--- config.mk ---
export PLATFORM = sky130hd
export DESIGN_NAME = cp0_intr_ctrl
export DESIGN_NICKNAME = d
export VERILOG_FILES = /design/src/rtl/cp0_pkg.sv /design/src/rtl/cp0_intr_ctrl.sv
export SDC_FILE = /design/constraint.sdc
export NUM_CORES = 1
export LEC_CHECK = 0
export CORE_MARGIN = 1
export CORE_UTILIZATION = 44
export DETAILED_ROUTE_END_ITERATION = 8
export PLACE_DENSITY = 0.86
export SETUP_SLACK_MARGIN = 0.2
export SLEW_MARGIN = 20
export SYNTH_ARGS = -nofsm -noshare
export SYNTH_HDL_FRONTEND = slang
export SYNTH_SLANG_ARGS = --single-unit
export TNS_END_PERCENT = 100
--- constraint.sdc ---
create_clock -name clk -period 5.6 [get_ports clk]
set_input_delay 1.4 -clock clk [delete_from_list [all_inputs] [get_ports clk]]
set_output_delay 1.4 -clock clk [all_outputs]
set_load 0.01 [all_outputs]
--- src/rtl/cp0_pkg.sv ---
// CP0 shared definitions: register numbers, ExcCodes, SR/Cause bit positions.
package cp0_pkg;

    // CP0 register numbers (rd field of mtc0/mfc0)
    localparam logic [4:0] CP0_SR    = 5'd12;
    localparam logic [4:0] CP0_CAUSE = 5'd13;
    localparam logic [4:0] CP0_EPC   = 5'd14;
    localparam logic [4:0] CP0_PRID  = 5'd15;

    // ExcCode values written into Cause[6:2]
    localparam logic [4:0] EXC_INT  = 5'd0;
    localparam logic [4:0] EXC_ADEL = 5'd4;
    localparam logic [4:0] EXC_ADES = 5'd5;
    localparam logic [4:0] EXC_RI   = 5'd10;
    localparam logic [4:0] EXC_OV   = 5'd12;

    // SR / Cause field positions
    localparam int SR_IE    = 0;
    localparam int SR_EXL   = 1;
    localparam int IM_LO    = 10;
    localparam int IM_HI    = 15;
    localparam int IP_LO    = 10;
    localparam int IP_HI    = 15;
    localparam int EXC_LO   = 2;
    localparam int EXC_HI   = 6;
    localparam int CAUSE_BD = 31;

    // EPC always holds a word address
    function automatic logic [31:0] word_align(input logic [31:0] a);
        return a & 32'hFFFF_FFFC;
    endfunction

endpackage

--- src/rtl/cp0_intr_ctrl.sv ---
// CP0 interrupt/exception receiver at the M stage: raises intreq and holds
// SR/Cause/EPC/PRId for mfc0, mtc0 and eret.
module cp0_intr_ctrl
    import cp0_pkg::*;
#(
    parameter logic [31:0] PRID_VAL = 32'h0000_2019,
    parameter int          ADDR_W   = 5
) (
    input  logic              clk,
    input  logic              reset,
    input  logic [5:0]        hwint,
    input  logic [31:0]       pc_m,
    input  logic              bd_m,
    input  logic              exc_valid,
    input  logic [4:0]        exccode,
    input  logic              we,
    input  logic [ADDR_W-1:0] addr,
    input  logic [31:0]       wdata,
    input  logic              eret,
    output logic [31:0]       rdata,
    output logic [31:0]       epc,
    output logic              intreq,
    output logic              exl
);

    // SR fields
    logic [5:0]  im_q;
    logic        exl_q;
    logic        ie_q;
    // Cause fields
    logic        bd_q;
    logic [5:0]  ip_q;
    logic [4:0]  exc_q;
    // EPC
    logic [31:0] epc_q;

    logic        int_hit;
    logic        exc_hit;
    logic        wr_sr;
    logic        wr_epc;
    logic [31:0] victim_pc;

    // Live hwint (not IP) decides the interrupt, so it fires in the same cycle
    assign int_hit = (|(hwint & im_q)) & ie_q & ~exl_q;
    assign exc_hit = exc_valid & ~exl_q;
    assign intreq  = int_hit | exc_hit;

    // A flushed victim's mtc0 must never commit
    assign wr_sr  = we & ~intreq & (addr == ADDR_W'(CP0_SR));
    assign wr_epc = we & ~intreq & (addr == ADDR_W'(CP0_EPC));

    // Delay-slot victims restart at the branch; wraps modulo 2^32
    assign victim_pc = bd_m ? (pc_m - 32'd4) : pc_m;

    assign epc = epc_q;
    assign exl = exl_q;

    // SR: entry sets EXL, eret clears it, otherwise mtc0 may load it
    always_ff @(posedge clk or negedge reset) begin
        if (!reset) begin
            im_q  <= '0;
            exl_q <= 1'b0;
            ie_q  <= 1'b0;
        end else if (intreq) begin
            exl_q <= 1'b1;
        end else if (eret) begin
            exl_q <= 1'b0;
        end else if (wr_sr) begin
            im_q  <= wdata[IM_HI:IM_LO];
            exl_q <= wdata[SR_EXL];
            ie_q  <= wdata[SR_IE];
        end
    end

    // Cause: IP tracks hwint every edge; BD/ExcCode captured on entry
    always_ff @(posedge clk or negedge reset) begin
        if (!reset) begin
            bd_q  <= 1'b0;
            ip_q  <= '0;
            exc_q <= EXC_INT;
        end else begin
            ip_q <= hwint;
            if (intreq) begin
                bd_q  <= bd_m;
                exc_q <= int_hit ? EXC_INT : exccode;
            end
        end
    end

    // EPC: victim PC on entry, else mtc0 load
    always_ff @(posedge clk or negedge reset) begin
        if (!reset) begin
            epc_q <= '0;
        end else if (intreq) begin
            epc_q <= word_align(victim_pc);
        end else if (wr_epc) begin
            epc_q <= word_align(wdata);
        end
    end

    // mfc0 read mux; unmapped numbers read as zero
    always_comb begin
        rdata = '0;
        case (addr)
            ADDR_W'(CP0_SR): begin
                rdata[IM_HI:IM_LO] = im_q;
                rdata[SR_EXL]      = exl_q;
                rdata[SR_IE]       = ie_q;
            end
            ADDR_W'(CP0_CAUSE): begin
                rdata[CAUSE_BD]      = bd_q;
                rdata[IP_HI:IP_LO]   = ip_q;
                rdata[EXC_HI:EXC_LO] = exc_q;
            end
            ADDR_W'(CP0_EPC):  rdata = epc_q;
            ADDR_W'(CP0_PRID): rdata = PRID_VAL;
            default:           rdata = '0;
        endcase
    end

endmodule

==> results of run 1 <==
-- metrics by stage --
stage               instances  util (%)  setup WS [ps]  area [um2]  power (mW)
CTS                       579      70.2            652        4790        1.13
floorplan                 342         -           1640        3130       0.645
global placement          571      68.6            717        4690       0.865
finish                    579      70.2            647        4790        1.13
global route              579      70.2            483        4790        1.19
detailed placement        571      68.6            663        4690       0.880
-- metal layers --
| layer | up-vias | part of all wire [%] |
|---|---|---|
| li1 | 1485 | - |
| met1 | 1480 | 41 |
| met2 | 113 | 51 |
| met3 | 14 | 6.2 |
| met4 | 0 | 1.6 |
| met5 | - | 0 |
-- worst paths after layout --
kind	endpoint	cells after the start	slack (ps)	start
worst min-delay path	bd_q$_DFFE_PN0N_	2	500	bd_q$_DFFE_PN0N_
worst min register to register	bd_q$_DFFE_PN0N_	2	500	bd_q$_DFFE_PN0N_
worst max-delay path	rdata[31]	6	650	addr[0]
min in group asynchronous	epc[28]$_DFFE_PN0P_	2	1200	reset
max in group asynchronous	epc[15]$_DFFE_PN0P_	2	3980	reset
worst max register to register	im_q[0]$_DFFE_PN0P_	8	3110	im_q[0]$_DFFE_PN0P_
-- logic make-up (layout without fill, tap and decap cells) --
group,Yosys count,in the layout,share of synthesized area (%)
AND/OR/NAND/NOR,135,135,25.1
buffers and inverters,26,167,3.49
flip-flops,50,50,40.1
adder cells (fa/ha/maj),1,1,0.401
XOR/XNOR,27,27,7.57
multiplexers,21,21,7.01
other,1,2,0.120
AO/OA/AOI/OAI,80,80,16.2
-- worst register-to-register path, cell delays in order, from the launching register on --
cell and delay [ps]:
dfrtp_1 410, a22oi_1 240, a31oi_1 150, o21bai_1 150, buf_4 180, inv_2 50, buf_4 300, or3_1 570
mux2_2 330
-- area by class of cell --
type | instances | area (um2) | share of cell area (%)
flip-flops and latches | 50 | 1250 | 26.1
inverters | 4 | 15.0 | 0.313
clock buffers | 7 | 76.3 | 1.59
clock inverters | 1 | 30.0 | 0.626
well taps | 96 | 120 | 2.51
repair buffers | 155 | 1530 | 31.8
multi-input cells | 266 | 1780 | 37.0
-- registers in the layout, indices dropped and copies added (netlist names) --
name and count:
epc 30, im_q 6, ip_q 6, exc_q 5, bd_q 1, exl 1
ie_q 1
-- layout by cell type (no fill, tap or decap), types with 4 or more instances in the layout --
cell,n
nand3_1,6
nor3_1,6
a21oi_1,28
clkbuf_8,5
a211oi_1,23
xor2_1,23
nor2_1,24
mux2_2,7
a22o_1,5
and2_1,18
nor2b_1,26
nand2_1,23
or3_1,5
clkdlybuf4s50_1,146
buf_4,8
o21ai_0,11
xnor2_1,4
a22oi_1,7
mux2i_1,14
dfrtp_1,50
-- power by group --
part	internal (mW)	total (mW)	switching, mW
clock	0.134	0.254	0.120
combinational	0.228	0.390	0.162
sequential	0.429	0.484	0.0554
total	0.791	1.13	0.338
==> metrics.md, run 1 <==
| Metric | Value |
|---|---|
| Hold Buf Count CTS | 0 |
| M3 GR Usage | 5.52% |
| GR peak layer | met2 |
| Share of the synthesized area in the top cell type | 40.1% |
| Area leader, netlist | dfrtp_1 |
| Slowest CP cell | nor2b_1 |
| Synth Cell Area | 3120 um2 |
| Power density over cell area | 235 nW/um2 |
| Final Critical Period | 4950 ps |
| Per-cell routed wire length | 16.3 um |
| Share of cells above drive strength 1 | 6.63% |
| GPL Wtd Cong | 0.855 |
| Final wirelength | 9440 um |
| Crit-path cells | clkdlybuf4s50_1 > buf_4 > nor2b_1 > a22oi_1 > nor2_1 > clkdlybuf4s50_1 |
| Data arrival time of the worst path | 3550 ps |
| Hold Slack | 498 ps |
| Worst EP required | 4200 ps |
| Worst Tran Pin Value | 831 ps |
| Synth top area cells | dfrtp_1, xor2_1, a211oi_1, nor2b_1, a21oi_1 |
| RSZ-0062 raised after global routing | false |
| Most used cell, CP | clkdlybuf4s50_1 |
| Worst-path clk slew | 90 ps |
| Count leader, synth | dfrtp_1 |
| Max-Slew Margin vs Limit | 44.1% |
| Hold Crit Class | register to register |
| FMAX | 202 MHz |
| Peak supply drop | 0.000127 V |
| Root buffer cell | clkbuf_8 |
| Rows | 30 |
| Register area share after synthesis | 40.1% |
| # clock sinks | 50 |
| Vias in the first global route | 3,101 |
| Buf/Inv on CP | 3 |
| Final TNS setup | 0 ps |
| Total GRT Usage | 25.7% |
| CTS tree | yes |
| CP Class | input pin to output pin |
| Horiz. Die Dim | 86.2 um |
| Crit Path Max Fanout | 16 |
| Post-synth cell types | 44 |
| Synthesized area per cell | 9.15 um2 |
| Setup repair bufs after CTS | 0 |
| Setup violations, final | 0 |
| Status | completed |
| 1st-iter DRT viols | 121 |
| Clock latency on the worst-skew pair | 310 ps |
| Worst-case clock buffer depth | 2 |
| Top FF cell, synth | dfrtp_1 |
| Worst clock skew | 8.56 ps |
| Num ports | 152 |
| Final period util | 88.4% |
| Initial antenna violation count | 0 |
| CP top delay family | buffers and inverters |
| Gate Count Post-Synth | 341 |
| Layout Nets | 569 |
| Final HPWL DP | 7060 um |
| Vias/cell | 5.34 |
| First-pass GRT wire length | 14,800 um |
| Syn-to-layout area delta | 53.6% |
| # port buffers | 147 |
| GR Util met1 | 31.5% |
| Routed vias | 3,092 |
| Yosys reg bits | 50 |
| Final hold violation count | 0 |
| CTS resizes | 0 |
| Grt met2 use | 45.8% |
| Synth warnings | 0 |
| Slew Viols, Final | 0 |
| Die height | 86.2 um |
| Die outline area | 7440 um2 |
| DRT Pass-1 Iters | 5 |
| Worst Setup Start Kind | input pin |
| Ant diodes | 0 |
| MaxCap Viol Count | 0 |
| Critical Path Max Stage Delay | 590 ps |
| Grt total ovfl | 0 |
| Fillers | 566 |
| Most frequent cells after synthesis | dfrtp_1, a21oi_1, nor2b_1 |
| Post-synth ARST share | 100% |
| Number of flops mapped to enable cells by yosys | 0 |
| Starting density of the core | 45.7% |
| P_leak | 1.81 nW |
| Worst Setup End Kind | output pin |
| H-tree lvl count | 2 |
| Largest net degree at the start of global routing | 63 |
| Core area | 6830 um2 |
| DRC viols | 0 |
| Total CTS buffers | 5 |
| Final ANT Viol Nets | 0 |
Note: power is estimated with default switching activity, not from simulation.
==> inputs of run 2 (changes only) <==
--- a/config.mk
+++ b/config.mk
@@ -5,6 +5,7 @@
 export SDC_FILE = /design/constraint.sdc
 export NUM_CORES = 1
 export LEC_CHECK = 0
+export CAP_MARGIN = 5
 export CORE_MARGIN = 1
 export CORE_UTILIZATION = 44
 export DETAILED_ROUTE_END_ITERATION = 8
==> results of run 2 <==
Final layout, timing and power as in run 1 (identical DEF).
==> inputs of run 3 (changes only) <==
--- a/config.mk
+++ b/config.mk
@@ -7,9 +7,10 @@
 export LEC_CHECK = 0
 export CAP_MARGIN = 5
 export CORE_MARGIN = 1
-export CORE_UTILIZATION = 44
+export CORE_UTILIZATION = 66
 export DETAILED_ROUTE_END_ITERATION = 8
-export PLACE_DENSITY = 0.86
+export DONT_BUFFER_PORTS = 1
+export PLACE_DENSITY = 0.82
 export SETUP_SLACK_MARGIN = 0.2
 export SLEW_MARGIN = 20
 export SYNTH_ARGS = -nofsm -noshare
==> run 3 against run 2 <==
Effect of this change: the run now ends with DRC left; sequential share of layout area is 13 points higher; sequential cell count did not move; via count is 19% lower; highest routed layer unchanged; total power shrank 18%; first-iteration DRC count grew 93%; hold slack worse by 7.1 ps; clock skew is 2.2 ps lower.
==> metrics.md, run 3 (synthesis gave the netlist of run 1 again) <==
| Metric | Value |
|---|---|
| CP Class | input pin to output pin |
| PnR Total Power | 0.931 mW |
| Largest net degree at the start of global routing | 64 |
| Final Critical Period | 4160 ps |
| Worst Setup End Kind | output pin |
| Final TNS setup | 0 ps |
| Placed Area | 3130 um2 |
| Num ports | 152 |
| Total GRT Usage | 29.3% |
| Final wirelength | 7250 um |
| WHS Path Cells | 2 |
| Flip-flop count of the largest register after layout | 30 |
| Crit Path Max Fanout | 18 |
| Hold Buf Count CTS | 0 |
| Routed vias | 2,491 |
| Syn-to-layout area delta | 3.73% |
| Final hold violation count | 0 |
| CP startpoint | addr[4] |
| Hold Path Sink | bd_q$_DFFE_PN0N_ |
| Initial antenna violation count | 0 |
| GPL Wtd Cong | 0.820 |
| DRT Pass-1 Iters | 6 |
| Vias/cell | 6.50 |
| Vias in the first global route | 2,382 |
| # clock sinks | 50 |
| Worst Setup Start Kind | input pin |
| Most common cell after layout, fill and taps aside | dfrtp_1 |
| Worst-case clock buffer depth | 2 |
| Ant diodes | 0 |
| Hold Startpoint | bd_q$_DFFE_PN0N_ |
| Power density over cell area | 288 nW/um2 |
| DRC viols | 18 |
| Slew Viols, Final | 0 |
| Horiz. Die Dim | 70.8 um |
| Die outline area | 5010 um2 |
| CTS resizes | 0 |
| Final period util | 74.2% |
| Final instance area | 3240 um2 |
| Max-Slew Margin vs Limit | 49.3% |
| FMAX | 241 MHz |
| Reg2reg setup slack | 2940 ps |
| Worst-path clk slew | 80 ps |
| Layout Nets | 417 |
| R2R Path Start | im_q[0]$_DFFE_PN0P_ |
| Final HPWL DP | 5280 um |
| Worst EP required | 4200 ps |
| Setup violations, final | 0 |
| First-pass GRT wire length | 11,400 um |
| Violated checks | DRC |
| Final ANT Viol Nets | 0 |
| Setup repair bufs after CTS | 0 |
| Hold Crit Class | register to register |
| Most frequent cells in the layout | dfrtp_1, a21oi_1, nor2b_1 |
| Starting density of the core | 70.2% |
| Data arrival time of the worst path | 2760 ps |
| Rows | 24 |
| Peak supply drop | 0.000141 V |
| Share of cells above drive strength 1 | 8.46% |
| Total CTS buffers | 5 |
| Core area | 4440 um2 |
| Worst clock skew | 6.38 ps |
| P_leak | 1.23 nW |
| Worst reg2reg path depth | 7 |
| Reg2reg end | im_q[1]$_DFFE_PN0P_ |
| Status | finished, violations left |
| RSZ-0062 raised after global routing | false |
| Die height | 70.8 um |
| MaxCap Viol Count | 0 |
| Grt total ovfl | 0 |
| Clock latency on the worst-skew pair | 300 ps |
| # port buffers | 0 |
| Root buffer cell | clkbuf_8 |
| 1st-iter DRT viols | 234 |
| Worst Tran Pin Value | 754 ps |
| CTS tree | yes |
| Per-cell routed wire length | 18.9 um |
| H-tree lvl count | 2 |
[run 3: cell types whose count changed in the layout (fill, tap and decap cells not counted)]
| cell | previous run | this run |
|---|---|---|
| clkbuf_1 | 2 | 0 |
| buf_2 | 1 | 0 |
| clkinv_2 | 0 | 2 |
| buf_4 | 8 | 3 |
| clkdlybuf4s50_1 | 146 | 0 |
[run 3: stage by stage]
stage | worst slack [ps] | hold WS (ps) | instances | utilization (%)
after floorplan | 1640 | 446 | 342 | -
after global placement | 1510 | 462 | 375 | 70.4
after detailed placement | 1470 | 475 | 375 | 70.4
after CTS | 1460 | 494 | 383 | 72.9
after global routing | 1350 | 508 | 383 | 72.9
final | 1440 | 491 | 383 | 72.9
[run 3: final cells by class]
type | instances | area, um2
multi-input combinational | 266 | 1780
sequential | 50 | 1250
clock inverter | 3 | 40.0
inverter | 4 | 15.0
timing repair buffer | 3 | 22.5
tap | 52 | 65.1
clock buffer | 5 | 68.8
fill | 361 | 1210
[run 3: worst max path at each step]
stage,slack (ps),to
after detailed placement,1470,rdata[30]
final,1440,rdata[30]
after global routing,1350,rdata[30]
after CTS,1460,rdata[30]
after global placement,1510,rdata[30]
after floorplan,1640,rdata[22]
[run 3: worst max-delay path, stage by stage]
cell,delay (ps)
nand3b_1,530
nor3b_2,340
buf_4,250
and2_1,230
[run 3: per-layer routing]
layer,GRT usage [%],vias up,wire length [um]
met5,0,-,0
met4,9.11,0,116
met3,8.69,16,662
met2,46.9,133,3500
met1,38.8,1160,2970
li1,-,1182,-
[run 3: report_power, final]
group	total, mW	switching [mW]	internal [mW]	leakage [nW]
registers	0.514	0.0851	0.429	0.590
clock network	0.251	0.119	0.132	0.0579
logic	0.166	0.0828	0.0836	0.578
total	0.931	0.287	0.644	1.23
